<file path="src/rtl/sync_ram_clr.sv">
// rtl/sync_ram_clr.sv - single-port synchronous RAM with registered read and full-array clear sweep
module sync_ram_clr #(
  parameter int DATA_W   = 4,
  parameter int ADDR_W   = 4,
  parameter int RDW_MODE = 0
) (
  input  logic              clk,
  input  logic              rst_n,
  input  logic              we,
  input  logic              re,
  input  logic [ADDR_W-1:0] addr,
  input  logic [DATA_W-1:0] din,
  input  logic              clr,
  output logic [DATA_W-1:0] dout,
  output logic              dout_vld,
  output logic              busy,
  output logic              rej
);

  localparam int DEPTH = 2 ** ADDR_W;
  localparam logic [ADDR_W-1:0] LAST = '1;

  typedef enum logic {IDLE = 1'b0, CLEAR = 1'b1} state_t;

  state_t            state;
  state_t            state_nxt;
  logic [ADDR_W-1:0] cnt;
  logic [DATA_W-1:0] mem [DEPTH];

  logic              mem_we;
  logic [ADDR_W-1:0] mem_addr;
  logic [DATA_W-1:0] mem_din;
  logic              rd_acc;
  logic              req_drop;

  // State register; reset parks the FSM in CLEAR so the array is swept after release
  always_ff @(posedge clk or negedge rst_n) begin
    if (!rst_n) begin
      state <= CLEAR;
    end else begin
      state <= state_nxt;
    end
  end

  // Next state and array write port steering: user port in IDLE, sweep counter in CLEAR
  always_comb begin
    state_nxt = state;
    busy      = 1'b0;
    mem_we    = 1'b0;
    mem_addr  = addr;
    mem_din   = din;
    rd_acc    = 1'b0;
    req_drop  = 1'b0;
    case (state)
      IDLE: begin
        mem_we = we & rst_n;
        rd_acc = re;
        if (clr) begin
          state_nxt = CLEAR;
        end
      end
      CLEAR: begin
        busy     = 1'b1;
        mem_we   = rst_n;
        mem_addr = cnt;
        mem_din  = '0;
        req_drop = we | re;
        if (cnt == LAST) begin
          state_nxt = IDLE;
        end
      end
      default: begin
        state_nxt = CLEAR;
      end
    endcase
  end

  // Sweep counter: runs only in CLEAR, held at zero otherwise so every sweep starts at word 0
  always_ff @(posedge clk or negedge rst_n) begin
    if (!rst_n) begin
      cnt <= '0;
    end else if (state == CLEAR) begin
      cnt <= cnt + 1'b1;
    end else begin
      cnt <= '0;
    end
  end

  // Storage array write; deliberately not reset, the sweep zeroes it instead
  always_ff @(posedge clk) begin
    if (mem_we) begin
      mem[mem_addr] <= mem_din;
    end
  end

  // Registered read port, read-valid strobe and dropped-request pulse
  always_ff @(posedge clk or negedge rst_n) begin
    if (!rst_n) begin
      dout     <= '0;
      dout_vld <= 1'b0;
      rej      <= 1'b0;
    end else begin
      dout_vld <= rd_acc;
      rej      <= req_drop;
      if (rd_acc) begin
        // Read and write share addr, so an accepted we here always targets the read word
        if (RDW_MODE != 0 && we) begin
          dout <= din;
        end else begin
          dout <= mem[addr];
        end
      end
    end
  end

endmodule

</file>
<file path="config.mk">
export PLATFORM = sky130hd
export DESIGN_NAME = sync_ram_clr
export DESIGN_NICKNAME = d
export VERILOG_FILES = /design/src/rtl/sync_ram_clr.sv
export SDC_FILE = /design/constraint.sdc
export NUM_CORES = 1
export LEC_CHECK = 0
export CORE_ASPECT_RATIO = 0.7
export CORE_MARGIN = 2
export CORE_UTILIZATION = 58
export CTS_BUF_LIST = sky130_fd_sc_hd__clkbuf_4 sky130_fd_sc_hd__clkbuf_8 sky130_fd_sc_hd__clkbuf_16
export DETAILED_ROUTE_END_ITERATION = 10
export PLACE_DENSITY = 0.82
export SLEW_MARGIN = 40
export SYNTH_ARGS = -nofsm -noshare
export SYNTH_HDL_FRONTEND = slang
export SYNTH_SLANG_ARGS = --single-unit
</file>
<file path="constraint.sdc">
create_clock -name clk -period 2.1 [get_ports clk]
set_clock_uncertainty 0.15 [all_clocks]
set_input_delay 0.315 -clock clk [delete_from_list [all_inputs] [get_ports clk]]
set_output_delay 0.315 -clock clk [all_outputs]
set_load 0.02 [all_outputs]
</file>
Yosys cells after proc, flatten, opt, wreduce, memory -nomap -nowiden
Memories as Yosys holds them, arrays and structs flattened. A register that Yosys moved wholly into a read port is not among the register bits.
Index checks and enable logic that the tools add are counted.
{"block": "totals", "mem_count": 1, "word_cells": 23, "latchBits": 0, "ff_bits": 7, "out_inout_bits": 7, "input_bits": 13, "mem_bits_ro": 0, "ram_bits": 64}
{"block": "classes", "n_mul": 0, "bitwise_logic": 3, "n_div": 0, "shift": 0, "add_sub_neg": 1, "n_mux": 12, "n_reduce_logical": 1, "n_lt_le_gt_ge": 0, "n_eq_ne": 1}
{"memory": "mem", "words": 16, "word_bits": 4, "read_ports": 1, "rd_ports_with_merged_regs": 1, "wr": 1, "line": "28", "rtl": "logic [DATA_W-1:0] mem [DEPTH];"}
{"operator": "$mux W4", "count": 3}
{"operator": "$mux W1", "count": 7}
{"operator": "$add A4 B1 Y4 const B", "count": 1}
{"operator": "$eq A4 B4 Y1 const B", "count": 1}
{"operator": "$pmux W1 S2", "count": 2}
{"operator": "$and A1 B1 Y1", "count": 1}
{"operator": "$logic_not A1 Y1", "count": 1}
{"operator": "$not A1 Y1", "count": 1}
{"operator": "$or A1 B1 Y1", "count": 1}

Longest topological paths before layout
Gate-level depths: netlist of run 1.
{"block": "depth", "ltp_word": 4, "depth_mapped": 6, "mapped_depth_nobuf": 4}

Worst setup path after synthesis of run 1
No wires, ideal clock.
{"block": "synth_path", "kind": "register to register", "start": "register state", "end": "memory mem[9][0] (enable)", "synth_period_minus_slack_ns": 1.832, "setup_slack_ns": 0.268, "path_buffers": 1, "stages_incl_launch_ff": 6, "t_required_ns": 1.621, "arrival_time_ns": 1.353, "setup_ns": 0.329, "path_cell_list": "dfstp_2 -> buf_2 -> nand2_1 -> o21ai_0 -> nand3_1 -> nor2_1"}
{"block": "synth_via", "elab_chain_len": 4, "elab_cells_between_ends": 5, "cone_classes": "4 x mux; 1 x bitwise"}
{"item": "start, declared", "line": "25", "rtl": "state_t state;"}
{"item": "start signal, assigned", "line": "41", "rtl": "state <= state_nxt;"}
{"item": "$not A1 Y1"}
{"item": "$pmux W1 S2", "line": "54", "rtl": "case (state)"}
{"item": "$mux W1", "line": "91", "rtl": "if (mem_we) begin"}
{"item": "$mux W1 (not written as such)", "line": "92", "rtl": "mem[mem_addr] <= mem_din;"}
{"item": "end, declared", "line": "28"}
Parallel ways exist; a longest one is shown, timed or not.

Final worst setup path of run 1
{"block": "layout_path", "start": "register state", "end": "memory mem[10][2] (enable)"}
The elaborated chain is that of the path after synthesis.

==> results of run 1 <==
## power by group through the flow
stage / sequential, W / combinational [W] / clock, W
3_3_place_gp: 0.00207 / 0.000955 / 0
2_1_floorplan: 0.00210 / 0.000522 / 0
4_1_cts: 0.00206 / 0.000996 / 0.00121
5_1_grt: 0.00208 / 0.00110 / 0.00128
6_report: 0.00206 / 0.00101 / 0.00120
3_5_place_dp: 0.00209 / 0.000985 / 0
## stage by stage
step | instance area (sq um) | utilization, % | cells
6_report | 3740 | 71.8 | 316
5_1_grt | 3740 | 71.8 | 316
4_1_cts | 3730 | 71.6 | 316
3_5_place_dp | 3510 | 67.4 | 300
3_3_place_gp | 3500 | 67.3 | 300
2_1_floorplan | 3100 | - | 198
## layer usage
layer	up-vias	global-route usage [%]
li1	827	-
met3	16	8.37
met1	899	32.3
met2	66	38.7
met5	-	0
met4	0	8.71
## cell families (layout without fill, tap and decap cells)
group / Yosys count / count (layout)
mux: 29 / 29
buf+inv: 12 / 58
simple gates: 63 / 63
fa+ha+maj: 1 / 1
compound gates: 16 / 16
flops: 75 / 75
xor+xnor: 2 / 2
## synth_stat cells, drive strengths merged (3+ instances only)
master / instances
edfxtp: 64
nor2: 24
mux2i: 21
dfrtp: 10
nand2: 9
nor2b: 9
mux4: 8
nand3: 7
a31oi: 6
buf: 6
a22oi: 4
clkbuf: 4
nand4: 4
or2: 4
and2: 3
## layout make-up
type                    count  area [sq um]  share of cell area [%]
multi-input cells         111           850                    22.7
inverters                   2          7.51                   0.201
clock inverters             5          80.1                    2.14
flip-flops and latches     75          2200                    58.8
well taps                  72          90.1                    2.41
repair buffers             40           372                    9.95
clock buffers              11           139                    3.72
## what timing repair did
| action | CTS | global route |
|---|---|---|
| endpoints found under the setup margin | 1 | 34 |
| gates resized for setup | 1 | 3 |
| endpoints found under the hold margin | 0 | 0 |
## registers in the layout (all words and copies together) (netlist names)
name and cells:
state 1, rej 1, dout_vld 1, dout 4, cnt 4, mem 64
## worst reg2reg max path, delay by kind of cell, from the launching register on
family,cells,cell delay [ns]
flops,1,0.63
simple gates,2,0.48
mux,1,0.39
buf+inv,1,0.15
## placed cells by master, fill, tap and decap left out, types with 2 or more instances in the layout
cell / n
a21oi_1: 2
a22oi_1: 4
a31oi_1: 6
and2_1: 3
buf_12: 2
buf_4: 19
bufinv_16: 2
clkbuf_4: 2
clkbuf_8: 9
clkdlybuf4s50_1: 18
dfrtp_1: 10
edfxtp_1: 64
inv_1: 2
mux2i_1: 21
mux4_2: 8
nand2_1: 9
nand3_1: 6
nand4_1: 4
nor2_1: 22
nor2_2: 2
nor2b_1: 6
nor2b_2: 3
nor3b_1: 2
or2_1: 4
## how the worst max path moves through the flow
stage / from / to / slack, ns / depth (start not counted)
after global placement: addr[0] / mem[3][2] / -0.04 / 6
after floorplan: state / mem[9][0] / 0.27 / 5
after global routing: state / mem[10][1] / -0.08 / 4
after CTS: state / mem[3][0] / 0.0005 / 3
after detailed placement: addr[0] / dout[0] / -0.07 / 6
final: state / mem[10][2] / 0.008 / 4
==> flow_summary.json, run 1 <==
{
  "hold_viol": 0,
  "synthFlopType": "edfxtp_1",
  "grt.overflow.total": 0,
  "ioPinCount": 20,
  "power_w": 0.00427,
  "grt_pass1_wl_um": 10200,
  "final.setup.worst_slack_ns": 0.00837,
  "tritoncts": "done",
  "fin_nets": 253,
  "die_h_um": 65.2,
  "finalCritPeriodShare_pct": 99.6,
  "io_buffers": 19,
  "hold_slack_ns": 0.221,
  "tns_ns": 0,
  "max_stage_delay_ns": 0.63,
  "clk-insertion-delay-late_ns": 0.35,
  "postCtsHoldBufs": 0,
  "synthAdderAreaFrac_pct": 0.403,
  "synth_top_family_by_area": "multiplexers",
  "synthArstFlopShare_pct": 14.7,
  "crit_fanout": 6,
  "internal_power_w": 0.00303,
  "syn-num-nets": 212,
  "crit_slowest_cell": "dfstp_2",
  "synthMuxAreaShare_pct": 12.6,
  "cp.required_ns": 2.02,
  "diodes": 0,
  "die_x_um": 91.4,
  "cts.clk_slew.worst_paths_ns": 0.07,
  "ctsHtreeMaxLevel": 3,
  "synth_seq_cells": 75,
  "syn2layout_area_growth_pct": 20.4,
  "clockBufferDepth": 2,
  "highest_layer": "met4",
  "crit_path_cell_trace": "mux2i_1 > nand3_1 > nor2_1 > buf_4",
  "drc": 0,
  "critPathArrivalTime_ns": 2.01,
  "gp_congestion": 0.922,
  "combPwrFrac_pct": 23.7,
  "critPathTopFamily": "flip-flops",
  "p_sw_share_pct": 29.0,
  "antenna_found_initial": 0,
  "cts_made_buffers": 9,
  "relSlewSlack_pct": 56.7,
  "p_switching_w": 0.00124,
  "num_vias": 1808,
  "synth_xor_area_share_pct": 0.564,
  "start_util_pct": 59.7,
  "finalMaxSlewViolations": 0,
  "vias_per_cell": 5.72,
  "r2r_end": "mem[10][2]",
  "pwr-share-seq_pct": 48.2,
  "rsz0062_at_grt": "yes",
  "wl_met3_um": 455,
  "avgSynthCellArea_sq_um": 15.7,
  "ys_top_cells_by_area": "edfxtp_1, dfrtp_1, mux2i_1",
  "met2WireLength_um": 3130,
  "pwr_density_cell_mw_per_mm2": 1140,
  "cts_root_buf": "clkbuf_8",
  "synth_cells": 198,
  "hpwl_um": 4390,
  "synthDistinctLibCells": 30,
  "timing.final.crit_period_ns": 2.09,
  "cp-start-kind": "flop",
  "dp_slack_ns": -0.0702,
  "grt_use_total_pct": 24.5,
  "drt-total-wl_um": 6380,
  "die_area_sq_mm": 0.00596,
  "yosysTopAreaCellShare_pct": 61.9,
  "cts_setup_buffers": 0,
  "met1_length_um": 2670,
  "reg2reg_from": "state",
  "synth-simple-area-share_pct": 9.79,
  "cts.sink_count": 75,
  "core_sq_mm": 0.00520,
  "worst_slew_pin_slew_ns": 0.646,
  "synth_area_leader_cell": "edfxtp_1",
  "rows": 22,
  "grt_pass1_vias": 1861,
  "critical_path_class": "flop to flop",
  "clock_power_share_pct": 28.1,
  "synth-seq-area-share_pct": 70.8,
  "cp_num_buf_inv": 1,
  "drive_above_1_share_pct": 20.9,
  "ir_drop_mv": 0.862,
  "synth_compound_area_share_pct": 3.47,
  "fillCellCount": 325,
  "fmax_mhz": 478,
  "synth_edf_count": 64,
  "netlist_area_sq_mm": 0.00310,
  "yosys_warnings": 0,
  "setup_viol": 0,
  "wl_per_cell_um": 20.2,
  "status": "complete, no violations",
  "leakagePower_nw": 1.35,
  "drt_iter0_drc": 232,
  "r2r_cells": 4,
  "dr.pass1.iters": 4,
  "ant_nets": 0,
  "grt_max_degree": 20,
  "regToRegSetupSlack_ns": 0.008,
  "hp-class": "input port to asynchronous set/reset pin",
  "maxCapViolations": 0,
  "crit_path_end_kind": "flop"
}
Note: power is estimated with default switching activity, not from simulation.
==> run 2: changes to the inputs <==
--- a/config.mk
+++ b/config.mk
@@ -10,7 +10,7 @@
 export CORE_UTILIZATION = 58
 export CTS_BUF_LIST = sky130_fd_sc_hd__clkbuf_4 sky130_fd_sc_hd__clkbuf_8 sky130_fd_sc_hd__clkbuf_16
 export DETAILED_ROUTE_END_ITERATION = 10
-export PLACE_DENSITY = 0.82
+export PLACE_DENSITY = 0.76
 export SLEW_MARGIN = 40
 export SYNTH_ARGS = -nofsm -noshare
 export SYNTH_HDL_FRONTEND = slang
==> run 2 against run 1 <==
Effect of this change: wire length is 5.5% lower; sequential share of layout area hardly changed; critical path type unchanged; core utilization hardly changed; total power is 4.1% lower; clock power is 12% lower; highest routed layer unchanged; die area stayed put; critical endpoint is now mem[3][1]; first-iteration DRC count is 4.3% lower; setup slack better by 0.016 ns; worst hold slack worse by 0.10 ns; critical path depth is 1 lower.
==> flow_summary.json, run 2 (synthesis results as in run 1) <==
{
  "dp_slack_ns": -0.146,
  "wl_per_cell_um": 18.9,
  "cts_setup_buffers": 0,
  "rows": 22,
  "start_util_pct": 59.7,
  "internal_power_w": 0.00289,
  "finalCritPeriodShare_pct": 98.9,
  "clockBufferDepth": 2,
  "antenna_found_initial": 0,
  "fillCellCount": 322,
  "largest_reg_flops": 64,
  "worst_slew_pin_slew_ns": 0.682,
  "drc": 0,
  "pwr-share-seq_pct": 50.1,
  "syn2layout_area_growth_pct": 20.4,
  "setup_viol": 0,
  "die_x_um": 91.4,
  "hpwl_um": 4210,
  "grt_use_total_pct": 22.9,
  "finalMaxSlewViolations": 0,
  "core_sq_mm": 0.00520,
  "grt_max_degree": 17,
  "cp.required_ns": 1.95,
  "crit_fanout": 15,
  "grt_pass1_wl_um": 9810,
  "mostFrequentLayoutCells": "edfxtp_1, nor2_1, buf_4, mux2i_1, clkdlybuf4s50_1",
  "drt_iter0_drc": 222,
  "leakagePower_nw": 1.34,
  "reg.largest.list": "mem: 64 flops, cnt: 4 flops, dout: 4 flops",
  "status": "complete, no violations",
  "crit_path_end_kind": "flop",
  "postCtsHoldBufs": 0,
  "pwr_density_cell_mw_per_mm2": 1100,
  "maxCapViolations": 0,
  "num_vias": 1799,
  "p_sw_share_pct": 29.5,
  "hp-class": "input port to asynchronous set/reset pin",
  "combPwrFrac_pct": 24.2,
  "clk-insertion-delay-late_ns": 0.34,
  "clock_power_share_pct": 25.7,
  "vias_per_cell": 5.66,
  "io_buffers": 19,
  "dr.pass1.iters": 4,
  "critical_path_class": "flop to flop",
  "grt_pass1_vias": 1847,
  "cp-start-kind": "flop",
  "fin_nets": 255,
  "diodes": 0,
  "hold_viol": 0,
  "hold_slack_ns": 0.120,
  "critPathArrivalTime_ns": 1.92,
  "ioPinCount": 20,
  "cts.sink_count": 75,
  "grt.overflow.total": 0,
  "ant_nets": 0,
  "mostFrequentLayoutCell": "edfxtp_1",
  "timing.final.crit_period_ns": 2.08,
  "drive_above_1_share_pct": 22.8,
  "largest_register": "mem",
  "die_area_sq_mm": 0.00596,
  "gp_congestion": 0.758,
  "p_switching_w": 0.00121,
  "die_h_um": 65.2,
  "relSlewSlack_pct": 54.4,
  "tritoncts": "done",
  "fin_util_pct": 71.8,
  "ir_drop_mv": 0.816,
  "cts_made_buffers": 9,
  "power_w": 0.00410,
  "cts.clk_slew.worst_paths_ns": 0.08,
  "ctsHtreeMaxLevel": 3,
  "final.setup.worst_slack_ns": 0.0240,
  "drt-total-wl_um": 6020,
  "rsz0062_at_grt": "yes",
  "fmax_mhz": 482,
  "cts_root_buf": "clkbuf_8"
}
[run 2: path summary, 6_finish.rpt]
check	slack, ns	endpoint	start	cells past startpoint
max	0.02	mem[3][1]	state	3
min	0.12	rej	rst_n	2
max reg2reg	0.02	mem[3][1]	state	3
min reg2reg	0.38	state	cnt[3]	1
max in group asynchronous	1.39	dout[3]	rst_n	3
min in group clk	0.36	state	clr	3
[run 2: cell type report]
type | instances | area [sq um] | area share (%)
Timing Repair Buffer | 42 | 387 | 10.3
Tap cell | 72 | 90.1 | 2.41
Sequential cell | 75 | 2200 | 58.8
Inverter | 2 | 7.51 | 0.201
Clock inverter | 7 | 67.6 | 1.81
Clock buffer | 9 | 124 | 3.31
Multi-Input combinational cell | 111 | 863 | 23.1
[run 2: critical path, cell delays in order, from the launching register on]
cell and delay [ns]:
dfstp_2 0.68, mux2i_2 0.30, nand3_1 0.21, nor2_1 0.39
[run 2: what timing repair did]
item                                    CTS  global route
gates cloned                              0             0
pin swaps                                 0             0
endpoints found under the setup margin    1            28
gates resized for setup                   1             5
[run 2: metal layers]
layer  global-route usage, %  vias to the layer above  wire (um)
met5                       0                        -          0
met4                    8.52                        0         94
met3                    4.59                        8        381
met2                    39.5                       53       3100
met1                    29.2                      901       2440
li1                        -                      837          -
[run 2: power by group through the flow]
stage	Clock [W]	Sequential [W]	Combinational, W
floorplan	0	0.00210	0.000522
global placement	0	0.00207	0.000914
detailed placement	0	0.00208	0.000964
CTS	0.00108	0.00205	0.000970
global route	0.00113	0.00208	0.00109
finish	0.00105	0.00205	0.000994
[run 2: stage by stage]
stage | area (sq um) | setup TNS, ns | std cells
after floorplan | 3100 | 0 | 198
after global placement | 3520 | -1.58 | 302
after detailed placement | 3520 | -1.17 | 302
after CTS | 3710 | 0 | 318
after global routing | 3740 | -0.439 | 318
final | 3740 | 0 | 318
==> run 3: changes to the inputs <==
--- a/config.mk
+++ b/config.mk
@@ -11,6 +11,7 @@
 export CTS_BUF_LIST = sky130_fd_sc_hd__clkbuf_4 sky130_fd_sc_hd__clkbuf_8 sky130_fd_sc_hd__clkbuf_16
 export DETAILED_ROUTE_END_ITERATION = 10
 export PLACE_DENSITY = 0.76
+export SKIP_LAST_GASP = 1
 export SLEW_MARGIN = 40
 export SYNTH_ARGS = -nofsm -noshare
 export SYNTH_HDL_FRONTEND = slang
==> run 3 against run 2 <==
Effect of this change: critical path depth did not move; setup slack got worse by 0.0010 ns; sequential share of layout area rose by 0.099 points; final cell count did not move; critical endpoint unchanged; highest routed layer unchanged.
==> flow_summary.json, run 3 (synthesis results as in run 1) <==
{
  "status": "complete, no violations",
  "tritoncts": "done",
  "postCtsHoldBufs": 0,
  "die_area_sq_mm": 0.00596,
  "cts.sink_count": 75,
  "clk-insertion-delay-late_ns": 0.34,
  "grt_use_total_pct": 22.9,
  "finalMaxSlewViolations": 0,
  "r2r_end": "mem[3][1]",
  "setup_viol": 0,
  "cp-start-kind": "flop",
  "drive_above_1_share_pct": 22.4,
  "finalCritPeriodShare_pct": 98.9,
  "timing.final.crit_period_ns": 2.08,
  "grt_pass1_wl_um": 9810,
  "grt_pass1_vias": 1847,
  "num_vias": 1786,
  "die_x_um": 91.4,
  "io_buffers": 19,
  "regToRegSetupSlack_ns": 0.02,
  "largest_reg_flops": 64,
  "fin_nets": 255,
  "syn2layout_area_growth_pct": 20.2,
  "power_w": 0.00409,
  "start_util_pct": 59.7,
  "diodes": 0,
  "critPathLaunch": "state",
  "reg.largest.list": "mem: 64 flops, cnt: 4 flops, dout: 4 flops",
  "cts_made_buffers": 9,
  "worst_slew_pin_slew_ns": 0.701,
  "critical_path_class": "flop to flop",
  "pwr_density_cell_mw_per_mm2": 1100,
  "cp.required_ns": 1.95,
  "reg2reg_from": "state",
  "r2r_cells": 3,
  "drc": 0,
  "grt_max_degree": 17,
  "wl_per_cell_um": 18.9,
  "grt.overflow.total": 0,
  "dr.pass1.iters": 4,
  "hp-class": "input port to asynchronous set/reset pin",
  "fmax_mhz": 481,
  "core_sq_mm": 0.00520,
  "ioPinCount": 20,
  "fillCellCount": 323,
  "hpwl_um": 4210,
  "place_inst": 302,
  "vias_per_cell": 5.62,
  "ir_drop_mv": 0.816,
  "antenna_found_initial": 0,
  "cts_root_buf": "clkbuf_8",
  "drt_iter0_drc": 268,
  "relSlewSlack_pct": 53.1,
  "crit_path_end_kind": "flop",
  "instances_no_fill": 318,
  "ctsHtreeMaxLevel": 3,
  "hold_viol": 0,
  "crit_fanout": 15,
  "mostFrequentLayoutCells": "edfxtp_1, nor2_1, buf_4, mux2i_1, clkdlybuf4s50_1",
  "die_h_um": 65.2,
  "gp_congestion": 0.758,
  "largest_register": "mem",
  "clockBufferDepth": 2,
  "leakagePower_nw": 1.34,
  "rows": 22,
  "mostFrequentLayoutCell": "edfxtp_1",
  "critPathArrivalTime_ns": 1.92,
  "cts.clk_slew.worst_paths_ns": 0.08,
  "drt-total-wl_um": 6010,
  "maxCapViolations": 0,
  "ant_nets": 0,
  "rsz0062_at_grt": "yes"
}
==> run 3: cell counts in the layout (fill, tap and decap cells not counted) <==
Identical to the previous run, type by type.
==> run 3: metrics by stage <==
step	setup TNS (ns)	worst slack, ns	utilization (%)	cell area (sq um)	hold WS, ns
3_5_place_dp	-1.17	-0.146	67.7	3520	0.382
6_report	0	0.0230	71.7	3730	0.121
4_1_cts	0	0.0183	71.4	3710	0.111
2_1_floorplan	0	0.268	-	3100	-0.131
3_3_place_gp	-1.58	-0.0835	67.6	3520	0.360
5_1_grt	-0.444	-0.0695	71.7	3730	0.145
==> run 3: layout make-up <==
class | instances | area [sq um] | area share, %
Inverter | 2 | 7.51 | 0.201
Multi-Input combinational cell | 111 | 857 | 23.0
Sequential cell | 75 | 2200 | 58.9
Clock inverter | 7 | 67.6 | 1.81
Clock buffer | 9 | 124 | 3.32
Tap cell | 72 | 90.1 | 2.41
Timing Repair Buffer | 42 | 387 | 10.4
==> run 3: how the worst max path moves through the flow <==
stage                           end  slack (ns)
after floorplan           mem[9][0]        0.27
after detailed placement    dout[1]       -0.15
after CTS                 mem[3][2]        0.02
final                     mem[3][1]        0.02
after global placement    mem[5][1]       -0.08
after global routing      mem[3][2]       -0.07
==> run 3: timing repair <==
action | CTS | global route
setup endpoints to repair | 1 | 28
gates cloned | 0 | 0
gates resized for setup | 1 | 4
setup buffers | 0 | 0
pin swaps | 0 | 0
==> run 3: critical path, stage by stage, from the launching register on <==
cell	delay, ns
dfstp_2	0.68
mux2i_2	0.30
nand3_1	0.21
nor2_1	0.39
==> run 3: per-layer routing <==
layer	GRT usage, %	vias to the layer above	wire length (um)
met4	8.52	0	94
li1	-	837	-
met5	0	-	0
met1	29.2	892	2470
met2	39.5	49	3140
met3	4.59	8	304
==> run 3: report_power, final <==
group          switching, W  leakage [nW]  internal, W
sequential         0.000136         0.723      0.00192
combinational      0.000563         0.523     0.000425
clock              0.000506        0.0931     0.000544
